===== src/rtl/mc_control.sv =====
// -----------------------------------------------------------------------------
// mc_control -- multi-cycle control unit for the RV32I core.
//
// Sequences the shared ALU / memory / register-file datapath over several
// cycles. Memory accesses use a req/ready handshake with arbitrary wait
// states. All control outputs are decoded combinationally from the current
// state (plus op/funct/branch/mem_ready where relevant) and are forced to 0
// while rst is high.
//
// Optional feature: define MC_PERF_CNT_EN to build the cycle and
// retired-instruction counters. Without it both counter ports read 0 and no
// counter flops exist.
//
// Ports:
//   clk, rst        clock, synchronous active-high reset
//   op_i            opcode instr[6:0]
//   funct3_i        instr[14:12]
//   funct7bit_i     instr[30]
//   branch_i        branch-condition result from the ALU
//   mem_ready_i     memory completes the current access this cycle
//   mem_req_o       memory access request
//   AdrSrc_o        0=PC, 1=ALUOut as memory address
//   MemWrite_o      memory write enable
//   IRWrite_o       instruction register load
//   PCWrite_o       PC load
//   RegWrite_o      register file write enable
//   ResultSrc_o     00=ALUOut, 01=mem data, 10=ALUResult
//   ALUSrcA_o       00=PC, 01=OldPC, 10=RD1, 11=zero
//   ALUSrcB_o       00=RD2, 01=ImmExt, 10=constant 4
//   ALUctrl_o       ALU operation code
//   ImmSrc_o        000=I, 001=S, 010=B, 011=U, 100=J
//   state_o         current state code
//   retire_o        one-cycle pulse when an instruction completes
//   illegal_o       high in the ILLEGAL state
//   cycle_cnt_o     cycle counter (MC_PERF_CNT_EN)
//   instret_cnt_o   retired-instruction counter (MC_PERF_CNT_EN)
// -----------------------------------------------------------------------------
module mc_control #(
    parameter int PERF_W = 32
) (
    input  logic              clk,
    input  logic              rst,
    input  logic [6:0]        op_i,
    input  logic [2:0]        funct3_i,
    input  logic              funct7bit_i,
    input  logic              branch_i,
    input  logic              mem_ready_i,
    output logic              mem_req_o,
    output logic              AdrSrc_o,
    output logic              MemWrite_o,
    output logic              IRWrite_o,
    output logic              PCWrite_o,
    output logic              RegWrite_o,
    output logic [1:0]        ResultSrc_o,
    output logic [1:0]        ALUSrcA_o,
    output logic [1:0]        ALUSrcB_o,
    output logic [3:0]        ALUctrl_o,
    output logic [2:0]        ImmSrc_o,
    output logic [3:0]        state_o,
    output logic              retire_o,
    output logic              illegal_o,
    output logic [PERF_W-1:0] cycle_cnt_o,
    output logic [PERF_W-1:0] instret_cnt_o
);

    localparam logic [6:0] OP_LOAD  = 7'b0000011;
    localparam logic [6:0] OP_STORE = 7'b0100011;
    localparam logic [6:0] OP_RTYPE = 7'b0110011;
    localparam logic [6:0] OP_ITYPE = 7'b0010011;
    localparam logic [6:0] OP_BRNCH = 7'b1100011;
    localparam logic [6:0] OP_JAL   = 7'b1101111;
    localparam logic [6:0] OP_LUI   = 7'b0110111;

    localparam logic [3:0] ALU_ADD  = 4'b0000;
    localparam logic [3:0] ALU_SUB  = 4'b0001;
    localparam logic [3:0] ALU_AND  = 4'b0010;
    localparam logic [3:0] ALU_OR   = 4'b0011;
    localparam logic [3:0] ALU_XOR  = 4'b0100;
    localparam logic [3:0] ALU_SLL  = 4'b0101;
    localparam logic [3:0] ALU_SRL  = 4'b0110;
    localparam logic [3:0] ALU_SRA  = 4'b0111;
    localparam logic [3:0] ALU_SLT  = 4'b1000;
    localparam logic [3:0] ALU_SLTU = 4'b1001;

    typedef enum logic [3:0] {
        S_FETCH   = 4'd0,
        S_DECODE  = 4'd1,
        S_MEMADR  = 4'd2,
        S_MEMRD   = 4'd3,
        S_MEMWB   = 4'd4,
        S_MEMWR   = 4'd5,
        S_EXECR   = 4'd6,
        S_EXECI   = 4'd7,
        S_ALUWB   = 4'd8,
        S_BRANCH  = 4'd9,
        S_JAL     = 4'd10,
        S_LUI     = 4'd11,
        S_ILLEGAL = 4'd15
    } state_t;

    state_t      state_r;
    state_t      state_nxt_s;

    logic        mem_req_s;
    logic        adr_src_s;
    logic        mem_write_s;
    logic        ir_write_s;
    logic        pc_write_s;
    logic        reg_write_s;
    logic [1:0]  result_src_s;
    logic [1:0]  alu_src_a_s;
    logic [1:0]  alu_src_b_s;
    logic [3:0]  alu_ctrl_s;
    logic [2:0]  imm_src_s;
    logic        retire_s;
    logic        illegal_s;

    // ALU operation from funct3; sub_ok selects SUB for funct3=000 (R-type
    // only, since for I-type instr[30] belongs to the immediate).
    function automatic logic [3:0] alu_decode(input logic [2:0] f3,
                                              input logic       f7b,
                                              input logic       sub_ok);
        logic [3:0] ctl;
        case (f3)
            3'b000:  ctl = (f7b && sub_ok) ? ALU_SUB : ALU_ADD;
            3'b001:  ctl = ALU_SLL;
            3'b010:  ctl = ALU_SLT;
            3'b011:  ctl = ALU_SLTU;
            3'b100:  ctl = ALU_XOR;
            3'b101:  ctl = f7b ? ALU_SRA : ALU_SRL;
            3'b110:  ctl = ALU_OR;
            3'b111:  ctl = ALU_AND;
            default: ctl = ALU_ADD;
        endcase
        return ctl;
    endfunction

    // Immediate format from the opcode; opcodes without an immediate read I.
    function automatic logic [2:0] imm_decode(input logic [6:0] op);
        logic [2:0] imm;
        case (op)
            OP_LOAD:  imm = 3'b000;
            OP_ITYPE: imm = 3'b000;
            OP_STORE: imm = 3'b001;
            OP_BRNCH: imm = 3'b010;
            OP_LUI:   imm = 3'b011;
            OP_JAL:   imm = 3'b100;
            default:  imm = 3'b000;
        endcase
        return imm;
    endfunction

    // State register.
    always_ff @(posedge clk) begin
        if (rst) begin
            state_r <= S_FETCH;
        end else begin
            state_r <= state_nxt_s;
        end
    end

    // Next-state and raw control decode.
    always_comb begin
        state_nxt_s  = state_r;
        mem_req_s    = 1'b0;
        adr_src_s    = 1'b0;
        mem_write_s  = 1'b0;
        ir_write_s   = 1'b0;
        pc_write_s   = 1'b0;
        reg_write_s  = 1'b0;
        result_src_s = 2'b00;
        alu_src_a_s  = 2'b00;
        alu_src_b_s  = 2'b00;
        alu_ctrl_s   = ALU_ADD;
        imm_src_s    = imm_decode(op_i);
        retire_s     = 1'b0;
        illegal_s    = 1'b0;

        case (state_r)
            S_FETCH: begin
                // PC+4 computed in the same cycle the instruction is fetched.
                mem_req_s    = 1'b1;
                alu_src_b_s  = 2'b10;
                result_src_s = 2'b10;
                ir_write_s   = mem_ready_i;
                pc_write_s   = mem_ready_i;
                if (mem_ready_i) begin
                    state_nxt_s = S_DECODE;
                end else begin
                    state_nxt_s = S_FETCH;
                end
            end
            S_DECODE: begin
                // OldPC + imm: branch target parked in ALUOut.
                alu_src_a_s = 2'b01;
                alu_src_b_s = 2'b01;
                case (op_i)
                    OP_LOAD:  state_nxt_s = S_MEMADR;
                    OP_STORE: state_nxt_s = S_MEMADR;
                    OP_RTYPE: state_nxt_s = S_EXECR;
                    OP_ITYPE: state_nxt_s = S_EXECI;
                    OP_BRNCH: state_nxt_s = S_BRANCH;
                    OP_JAL:   state_nxt_s = S_JAL;
                    OP_LUI:   state_nxt_s = S_LUI;
                    default:  state_nxt_s = S_ILLEGAL;
                endcase
            end
            S_MEMADR: begin
                alu_src_a_s = 2'b10;
                alu_src_b_s = 2'b01;
                if (op_i == OP_LOAD) begin
                    state_nxt_s = S_MEMRD;
                end else begin
                    state_nxt_s = S_MEMWR;
                end
            end
            S_MEMRD: begin
                mem_req_s = 1'b1;
                adr_src_s = 1'b1;
                if (mem_ready_i) begin
                    state_nxt_s = S_MEMWB;
                end else begin
                    state_nxt_s = S_MEMRD;
                end
            end
            S_MEMWB: begin
                result_src_s = 2'b01;
                reg_write_s  = 1'b1;
                retire_s     = 1'b1;
                state_nxt_s  = S_FETCH;
            end
            S_MEMWR: begin
                mem_req_s   = 1'b1;
                adr_src_s   = 1'b1;
                mem_write_s = 1'b1;
                if (mem_ready_i) begin
                    retire_s    = 1'b1;
                    state_nxt_s = S_FETCH;
                end else begin
                    state_nxt_s = S_MEMWR;
                end
            end
            S_EXECR: begin
                alu_src_a_s = 2'b10;
                alu_src_b_s = 2'b00;
                alu_ctrl_s  = alu_decode(funct3_i, funct7bit_i, 1'b1);
                state_nxt_s = S_ALUWB;
            end
            S_EXECI: begin
                alu_src_a_s = 2'b10;
                alu_src_b_s = 2'b01;
                alu_ctrl_s  = alu_decode(funct3_i, funct7bit_i, 1'b0);
                state_nxt_s = S_ALUWB;
            end
            S_ALUWB: begin
                result_src_s = 2'b00;
                reg_write_s  = 1'b1;
                retire_s     = 1'b1;
                state_nxt_s  = S_FETCH;
            end
            S_BRANCH: begin
                // rs1-rs2 sets the flag; PC takes the target held in ALUOut.
                alu_src_a_s  = 2'b10;
                alu_src_b_s  = 2'b00;
                alu_ctrl_s   = ALU_SUB;
                result_src_s = 2'b00;
                pc_write_s   = branch_i;
                retire_s     = 1'b1;
                state_nxt_s  = S_FETCH;
            end
            S_JAL: begin
                // PC <- target from ALUOut while OldPC+4 forms the link value.
                alu_src_a_s  = 2'b01;
                alu_src_b_s  = 2'b10;
                result_src_s = 2'b00;
                pc_write_s   = 1'b1;
                state_nxt_s  = S_ALUWB;
            end
            S_LUI: begin
                alu_src_a_s = 2'b11;
                alu_src_b_s = 2'b01;
                state_nxt_s = S_ALUWB;
            end
            S_ILLEGAL: begin
                illegal_s   = 1'b1;
                state_nxt_s = S_ILLEGAL;
            end
            default: begin
                // Unused encodings trap rather than run stray enables.
                state_nxt_s = S_ILLEGAL;
            end
        endcase
    end

    // Output gating: everything reads 0 while reset is asserted.
    always_comb begin
        if (rst) begin
            mem_req_o   = 1'b0;
            AdrSrc_o    = 1'b0;
            MemWrite_o  = 1'b0;
            IRWrite_o   = 1'b0;
            PCWrite_o   = 1'b0;
            RegWrite_o  = 1'b0;
            ResultSrc_o = 2'b00;
            ALUSrcA_o   = 2'b00;
            ALUSrcB_o   = 2'b00;
            ALUctrl_o   = 4'b0000;
            ImmSrc_o    = 3'b000;
            state_o     = 4'd0;
            retire_o    = 1'b0;
            illegal_o   = 1'b0;
        end else begin
            mem_req_o   = mem_req_s;
            AdrSrc_o    = adr_src_s;
            MemWrite_o  = mem_write_s;
            IRWrite_o   = ir_write_s;
            PCWrite_o   = pc_write_s;
            RegWrite_o  = reg_write_s;
            ResultSrc_o = result_src_s;
            ALUSrcA_o   = alu_src_a_s;
            ALUSrcB_o   = alu_src_b_s;
            ALUctrl_o   = alu_ctrl_s;
            ImmSrc_o    = imm_src_s;
            state_o     = state_r;
            retire_o    = retire_s;
            illegal_o   = illegal_s;
        end
    end

`ifdef MC_PERF_CNT_EN
    localparam logic [PERF_W-1:0] CNT_ONE = {{(PERF_W-1){1'b0}}, 1'b1};

    logic [PERF_W-1:0] cycle_cnt_r;
    logic [PERF_W-1:0] instret_cnt_r;

    // Performance counters, wrapping naturally at 2^PERF_W.
    always_ff @(posedge clk) begin
        if (rst) begin
            cycle_cnt_r   <= {PERF_W{1'b0}};
            instret_cnt_r <= {PERF_W{1'b0}};
        end else begin
            cycle_cnt_r <= cycle_cnt_r + CNT_ONE;
            if (retire_s) begin
                instret_cnt_r <= instret_cnt_r + CNT_ONE;
            end else begin
                instret_cnt_r <= instret_cnt_r;
            end
        end
    end

    assign cycle_cnt_o   = rst ? {PERF_W{1'b0}} : cycle_cnt_r;
    assign instret_cnt_o = rst ? {PERF_W{1'b0}} : instret_cnt_r;
`else
    assign cycle_cnt_o   = {PERF_W{1'b0}};
    assign instret_cnt_o = {PERF_W{1'b0}};
`endif

endmodule


===== config.mk =====
export PLATFORM = sky130hd
export DESIGN_NAME = mc_control
export DESIGN_NICKNAME = d
export VERILOG_FILES = /design/src/rtl/mc_control.sv
export SDC_FILE = /design/constraint.sdc
export NUM_CORES = 1
export LEC_CHECK = 0
export CORE_AREA = 2 2 68 70
export CTS_BUF_LIST = sky130_fd_sc_hd__clkbuf_4 sky130_fd_sc_hd__clkbuf_8 sky130_fd_sc_hd__clkbuf_16
export DETAILED_ROUTE_END_ITERATION = 6
export DIE_AREA = 0 0 70 72
export PLACE_DENSITY_LB_ADDON = 0.2
export SLEW_MARGIN = 20
export SYNTH_ARGS = -nofsm -noshare
export SYNTH_HDL_FRONTEND = slang
export SYNTH_SLANG_ARGS = --single-unit

===== constraint.sdc =====
create_clock -name clk -period 1.2 [get_ports clk]
set_input_delay 0.12 -clock clk [delete_from_list [all_inputs] [get_ports clk]]
set_output_delay 0.12 -clock clk [all_outputs]
set_load 0.01 [all_outputs]

== Word level (Yosys, flattened, before mapping) ==
Cells that the tools add are included.

* Input port bits: 15
* Latch bits: 0
* Word-level logic and storage cells: 77
* Memory bits (read-only): 0
* Bits in writable memories: 0
* Memories: 0
* Register bits: 4

* Equality and inequality tests: 26
* Add/subtract/negate cells: 0
* Divide/modulo/power cells: 0
* Shift-type cells: 0
* Bitwise gates (word level): 0
* Order comparisons: 0
* Multiplexer cells: 38
* Multipliers: 0
* Reductions and logical operators: 12

{| class="wikitable"
|+ Operators with widths
! cell !! number
|-
| $pmux 4 s8 || 2
|-
| $pmux 4 s7 || 1
|-
| $pmux 4 s6 || 1
|-
| $eq 7x6->1 const B || 3
|-
| $eq 4x4->1 const B || 5
|-
| $mux 1 || 18
|-
| $eq 4x3->1 const B || 4
|-
| $eq 7x7->1 const B || 2
|-
| $eq 3x3->1 const B || 4
|-
| $mux 3 || 4
|-
| $pmux 3 s4 || 1
|-
| $pmux 4 s3 || 1
|-
| $reduce_or 4->1 || 3
|-
| $reduce_or 2->1 || 5
|-
| $eq 4x2->1 const B || 2
|-
| $mux 4 || 2
|-
| $pmux 2 s2 || 2
|-
| $eq 7x2->1 const B || 1
|-
| $eq 7x5->1 const B || 1
|-
| $eq 3x2->1 const B || 2
|-
| $mux 2 || 3
|-
| $pmux 2 s3 || 1
|-
| $reduce_or 3->1 || 2
|-
| $eq 4x1->1 const B || 1
|-
| other kinds (5) || 5
|}

== Longest topological paths before layout ==
Gate-level depths: netlist of the first run.

* Depth in word-level cells: 4
* Gate-level depth with buffers: 5

== Worst setup path after synthesis of the first run ==
Ideal clock, no wire load.

* Kind: register -> output
* From: register state_r[1]
* To: output mem_req_o
* Setup slack: -0.156 ns
* Stages on the path, launching flop included: 5
* Data arrival time: 1.236 ns
* Buffers on the path: 1
* Cell sequence: dfxtp_1 -> buf_2 -> or3_1 -> nor2_1 -> or2_1

* Longest elaborated chain between the ends: 4
* Elaborated cells between the ends (all ways): 6

{| class="wikitable"
|+ Ends and longest elaborated chain
! item !! RTL line !! RTL
|-
| start: declaration || 101 || <nowiki>state_t state_r;</nowiki>
|-
| start signal: assignment || 158 || <nowiki>state_r <= state_nxt_s;</nowiki>
|-
| $eq 4x3->1, or another cell as far along || 179 || <nowiki>case (state_r)</nowiki>
|-
| $reduce_or 3->1 (no source line) (*) || - ||
|-
| $mux 1 (*) || 179 ||
|-
| $mux 1 (*) || 297 || <nowiki>if (rst) begin</nowiki>
|-
| end: declaration || 48 || <nowiki>output logic mem_req_o,</nowiki>
|}

Mark *: on every way between the ends. The rest lies on a longest branch, timed or not.

== Final worst setup path of the first run ==
* From: register state_r[3]
* To: output PCWrite_o

* Longest elaborated chain between the ends: 3
* Elaborated cells between the ends (all ways): 5

{| class="wikitable"
|+ Ends and longest elaborated chain
! item !! RTL line !! RTL
|-
| $eq 4x4->1 or $logic_not 4->1 (tied branches) || 179 ||
|-
| $pmux 1 s3 (*) || 179 ||
|-
| $mux 1 (*) || 297 ||
|-
| end: declaration || 52 || <nowiki>output logic PCWrite_o,</nowiki>
|}

Marked as above.

==> run metrics, run 1 <==
maximum clock path buffer count=2; Power Density=1680 nW/um2; fraction of layout cells with a size suffix above 1=52.9%; die area=5040 um2; dpl hpwl=2.61 mm; total CTS buffers=3; critical path class=reg -> out; Hold WC Path Type=in -> reg; routed len/inst=10.6 um; antenna violations before repair=0; commonest non-fill, non-tap cell in the layout=conb_1; worst hold stages=3; CP Capture Type=primary output; largest net degree at the start of global routing=12; initial DRC count=9; Top Metal Used=met4; max FFs per register=4; FF-to-FF Start=state_r[1]; crit share post-route=135%; sequential share of the synthesized area=6.43%; Tmin final=1620 ps; Worst R2R Path Depth=7; final setup margin=-416 ps; first-pass GRT wire length=5.14 mm; Final nets=291; latest clock arrival within the worst-skew pair=220 ps; Final ANT Viol Nets=0; maximum vdd ir drop=0.000493 V; chip width=70 um; register bank with the most flops=state_r; Tot GR Track Use=12.2%; dominant cell type by area after synthesis=buf_4; area post-placement=1790 um2; worst-path fanout max=5; Max Slew Vio Count=0; Met2 Wirelength=1.82 mm; vias=1354; status=complete, but fails checks; worst path required time=1080 ps; die boundary height=72 um; drt pass-1 iters=4; Layout fillers=452; fin cells=326; Initial Utilization=29.2%; HP Start=rst; Via-to-Cell Ratio=4.15; Area Growth Syn to Fin=67.0%; drt total wl=3.46 mm; met1 wire length=1.37 mm; crit path DAT=1500 ps; CP max stage cell=or4_4; core area=4260 um2; # clock sinks=4; Max stage delay on crit path=560 ps; f_max=619 MHz; RSZ-0062 raised after global routing=true; synth top area cells=buf_4 39%, dfxtp_1 6.4%, nor2b_1 4.0%; final setup violation count=23; Residual DRC=0; ant diodes=0; Netlist cell types=44; Crit. Startpoint=state_r[3]; Critical Path Source Type=register; CTS H-tree depth=1; Mapped Area=1250 um2; Yosys Warn Count=0; port bufs=39; Root Buffer=clkbuf_8; Fin Clk Skew=2.90 ps; RePlAce Congestion=0.801; clock transition at the registers of the reported paths=30 ps; failing checks=negative setup slack; routed wl met3=244 um; CP cell instances=or4_4 > a211oi_4 > buf_2; CTS tree=done; top flop regs=state_r (4); Synth top area share=39.2%; Cell Count Post-Placement=308; Mean Syn Cell Area=6.81 um2; total gr overflow=0; most frequent cells in the layout=64 x conb_1, 39 x buf_4, 23 x buf_2, 23 x buf_6; post-synthesis cell count=183; Leak=0.00104 uW; max-capacitance violation count=0; I/O pin count=104; final hold viol count=0; Final Instance Area=2080 um2; # rows=24; #FFs+latches synth=4; vias in the first global route=1195
[metal layers]
layer | vias up | GRT usage (%)
li1 | 667 | -
met1 | 624 | 14.8
met2 | 59 | 22.0
met3 | 4 | 2.08
met4 | 0 | 4.27
met5 | - | 0
[cell usage after synthesis, drive strengths merged]
cell and instances:
xnor2 1, a21oi 9, or4 2, buf 71, or2 2, nor2b 8
a21o 1, nand2 8, o221ai 1, nand3 6, nor2 14, clkbuf 3
inv 8, a31oi 3, or3 4, nand4 1, a211oi 1, conb 1
o22a 1, nor4b 1, nor4 1, o31ai 1, a21boi 1, o32a 2
xor2 2, dfxtp 4, and3b 1, o21ai 4, nand4b 1, nand2b 4
a311oi 1, nor3 10, o32ai 1, o21bai 1, o2bb2ai 1, nor3b 2
[power by group]
part           total [uW]  switching, uW  internal, uW
Sequential            333            110           223
Clock                 282           68.3           214
Combinational        2890           1310          1580
[stage by stage]
| stage | hold slack [ps] | power (uW) | util (%) | setup WS [ps] | setup TNS, ps |
|---|---|---|---|---|---|
| after floorplan | 264 | 1600 | - | -129 | -459 |
| after global placement | 736 | 2450 | 42.0 | -789 | -17030 |
| after detailed placement | 728 | 2460 | 42.0 | -794 | -17600 |
| after CTS | 432 | 3320 | 47.5 | -418 | -5780 |
| after global routing | 348 | 3760 | 48.8 | -450 | -6670 |
| final | 326 | 3500 | 48.8 | -416 | -5340 |
[logic make-up (layout without fill, tap and decap cells)]
family	Yosys count	after routing	share of synthesized area (%)
buffers and inverters	82	110	44.8
and+or+nand+nor	65	65	31.0
AOI/OAI and AO/OA	28	28	15.4
DFF	4	4	6.43
xor gates and xnor gates	3	3	2.11
other	1	64	0.301
[final timing paths]
| path | to | slack [ps] |
|---|---|---|
| setup / recovery | PCWrite_o | -420 |
| hold / removal | state_r[3] | 330 |
| setup reg to reg | state_r[0] | -200 |
| hold reg to reg | state_r[0] | 680 |
[cell type report]
class                   count  area, um2  area share, %
clock buffers               3       41.3           1.98
inverters                   8       30.0           1.44
multi-input cells         160       1060           51.1
flip-flops and latches      4       95.1           4.57
well taps                  52       65.1           3.13
repair buffers             99        787           37.8
[critical path: cells and delay by family, from the launching register on]
family,cells,cell delay (ps)
and+or+nand+nor,1,560
DFF,1,360
AOI/OAI and AO/OA,1,200
buffers and inverters,1,160
[what timing repair did]
item,CTS,global route
pin swaps,19,11
gates resized for setup,168,33
setup endpoints to repair,29,28
setup buffers,13,4
hold buffers,0,0
No activity file was read; power rests on OpenSTA's default activity.
==> inputs of run 2 (changes only) <==
--- a/config.mk
+++ b/config.mk
@@ -7,6 +7,7 @@
 export LEC_CHECK = 0
 export CORE_AREA = 2 2 68 70
 export CTS_BUF_LIST = sky130_fd_sc_hd__clkbuf_4 sky130_fd_sc_hd__clkbuf_8 sky130_fd_sc_hd__clkbuf_16
+export CTS_CLUSTER_SIZE = 8
 export DETAILED_ROUTE_END_ITERATION = 6
 export DIE_AREA = 0 0 70 72
 export PLACE_DENSITY_LB_ADDON = 0.2
==> results of run 2 <==
The final DEF is identical to that of run 1; final timing and power are the same.
==> inputs of run 3 (changes only) <==
==> config.mk (replaced) <==
export PLATFORM = sky130hd
export DESIGN_NAME = mc_control
export DESIGN_NICKNAME = d
export VERILOG_FILES = /design/src/rtl/mc_control.sv
export SDC_FILE = /design/constraint.sdc
export NUM_CORES = 1
export LEC_CHECK = 0
export CORE_AREA = 2 2 56 58
export CTS_BUF_LIST = sky130_fd_sc_hd__clkbuf_8 sky130_fd_sc_hd__clkbuf_16
export CTS_CLUSTER_SIZE = 8
export DETAILED_ROUTE_END_ITERATION = 6
export DIE_AREA = 0 0 58 60
export DONT_BUFFER_PORTS = 1
export PLACE_DENSITY_LB_ADDON = 0.2
export SLEW_MARGIN = 20
export SYNTH_ARGS = -nofsm -noshare
export SYNTH_HDL_FRONTEND = slang
export SYNTH_SLANG_ARGS = --single-unit
==> run 3 against run 2 <==
  * The run still ends with negative setup slack left
  * Critical path depth shrank 1
  * Total power decreased by 11%
  * Utilization rose by 6.2 points
  * Register-to-register slack gained 30 ps
  * Routed wire length down 14%
  * Cell count fell by 24%
  * First-iteration DRC count increased to 3.3 times the previous value
  * Non-clock buffer count is 58 lower
  * Cell area fell by 23%
  * Critical path type unchanged
==> run metrics, run 3 (same netlist as run 1, synthesis figures left out) <==
CP Capture Type=primary output; f_max=662 MHz (+6.9%); maximum clock path buffer count=2 (unchanged); routed len/inst=12.0 um (+13%); initial DRC count=30 (+21); HP Start=rst; total gr overflow=0 (unchanged); worst-path fanout max=7 (+2); Leak=0.000744 uW (-29%); # clock sinks=4 (unchanged); Final nets=233 (-20%); CTS H-tree depth=1 (unchanged); status=complete, but fails checks; core area=2900 um2 (-32%); die boundary height=60 um (-17%); top flop regs=state_r (4); Power Density=1950 nW/um2 (+16%); first-pass GRT wire length=4.26 mm (-17%); dpl ws=-167 ps (+627 ps); crit share post-route=126% (-8.7 points); Max Slew Vio Count=0 (unchanged); Tot GR Track Use=16.2% (+3.9 points); R2R setup slack=-170 ps (+30 ps); port bufs=0 (-100%); hold_ws=76.6 ps (-250 ps); Root Buffer=clkbuf_8; Layout fillers=280 (-38%); crit path DAT=1390 ps (-110 ps); Fin Clk Skew=1.15 ps (-1.75 ps); largest net degree at the start of global routing=22 (+10); Via-to-Cell Ratio=4.62 (+11%); die area=3480 um2 (-31%); chip width=58 um (-17%); vias in the first global route=985 (-18%); CTS tree=done; Final Instance Area=1600 um2 (-23%); Worst R2R Path Depth=6 (-1); final setup margin=-311 ps (+105 ps); vias=1151 (-15%); register bank with the most flops=state_r; most frequent cells in the layout=64 x conb_1, 29 x buf_4, 9 x buf_6, 7 x nand2_1; maximum vdd ir drop=0.00170 V (+240%); area post-placement=1240 um2 (-31%); total CTS buffers=3 (unchanged); # rows=20 (-17%); max FFs per register=4 (unchanged); Hold WC Path Type=in -> reg; Tmin final=1510 ps (-105 ps); antenna violations before repair=0 (unchanged); Initial Utilization=42.9% (+14 points); Final ANT Viol Nets=0 (unchanged); Worst Hold End=state_r[0]; Critical Path Source Type=register; FF-to-FF Start=state_r[1]; I/O pin count=104 (unchanged); Area Growth Syn to Fin=28.1%; RePlAce Congestion=0.768 (-4.1%); ant diodes=0 (unchanged); drt total wl=2.98 mm (-14%); critical path class=reg -> out; RSZ-0062 raised after global routing=true; fraction of layout cells with a size suffix above 1=41.2% (-12 points); worst reg2reg path endpoint=state_r[0]; commonest non-fill, non-tap cell in the layout=conb_1; Residual DRC=0 (unchanged); failing checks=negative setup slack; final hold viol count=0 (unchanged); worst hold stages=2 (-1); clock transition at the registers of the reported paths=30 ps (about the same); worst path required time=1080 ps (about the same); max-capacitance violation count=0 (unchanged); latest clock arrival within the worst-skew pair=220 ps (about the same); drt pass-1 iters=4 (unchanged); final setup violation count=19 (-17%); dpl hpwl=2.09 mm (-20%)
run 3: cell types whose count changed in the layout (fill, tap and decap cells not counted), sizes merged:
| cell | delta |
|---|---|
| dlygate4sd3 | +2 |
| buf | -47 |
| clkdlybuf4s15 | -2 |
| clkbuf | -5 |
| clkdlybuf4s50 | -6 |
run 3: critical path, cell delays in order, from the launching register on:
cell,delay [ps]
dfxtp_4,350
or4_4,550
a211oi_4,270
run 3: metrics by stage:
stage	std cells	setup TNS (ps)	utilization [%]	power (uW)
floorplan	246	-459	-	1600
global placement	232	-1180	42.8	1990
detailed placement	232	-1650	42.8	2020
CTS	248	-4490	51.9	2840
global route	249	-4780	55.0	3330
finish	249	-3890	55.0	3110
run 3: worst max-delay path by stage:
| stage | endpoint | startpoint |
|---|---|---|
| after floorplan | PCWrite_o | state_r[3] |
| after global placement | mem_req_o | state_r[1] |
| after detailed placement | mem_req_o | state_r[1] |
| after CTS | PCWrite_o | state_r[1] |
| after global routing | PCWrite_o | state_r[1] |
| final | PCWrite_o | state_r[1] |
run 3: repair_timing:
item | CTS | global route
hold buffers | 2 | 0
gates resized for setup | 34 | 21
buffers inserted | 11 | 1
endpoints found under the hold margin | 2 | 0
setup endpoints to repair | 23 | 23
pin swaps | 15 | 12
run 3: per-layer routing:
| layer | routed length [um] | up-vias | part of all wire [%] | global-route usage, % |
|---|---|---|---|---|
| met5 | 0 | - | 0 | 0 |
| met4 | 25 | 0 | 0.84 | 5.98 |
| met3 | 283 | 2 | 9.5 | 4.55 |
| met2 | 1560 | 65 | 52 | 28.7 |
| met1 | 1110 | 531 | 37 | 18.4 |
| li1 | - | 553 | - | - |
run 3: area by class of cell:
type | instances | area [um2] | share of cell area, %
Clock buffer | 3 | 41.3 | 2.59
Inverter | 8 | 30.0 | 1.88
Multi-Input combinational cell | 160 | 1030 | 64.5
Sequential cell | 4 | 95.1 | 5.96
Tap cell | 33 | 41.3 | 2.59
Timing Repair Buffer | 41 | 359 | 22.5
run 3: power by group:
group | internal, uW | total (uW) | switching (uW)
Combinational | 1310 | 2500 | 1190
Sequential | 223 | 333 | 110
Clock | 213 | 279 | 65.5
Total | 1740 | 3110 | 1370
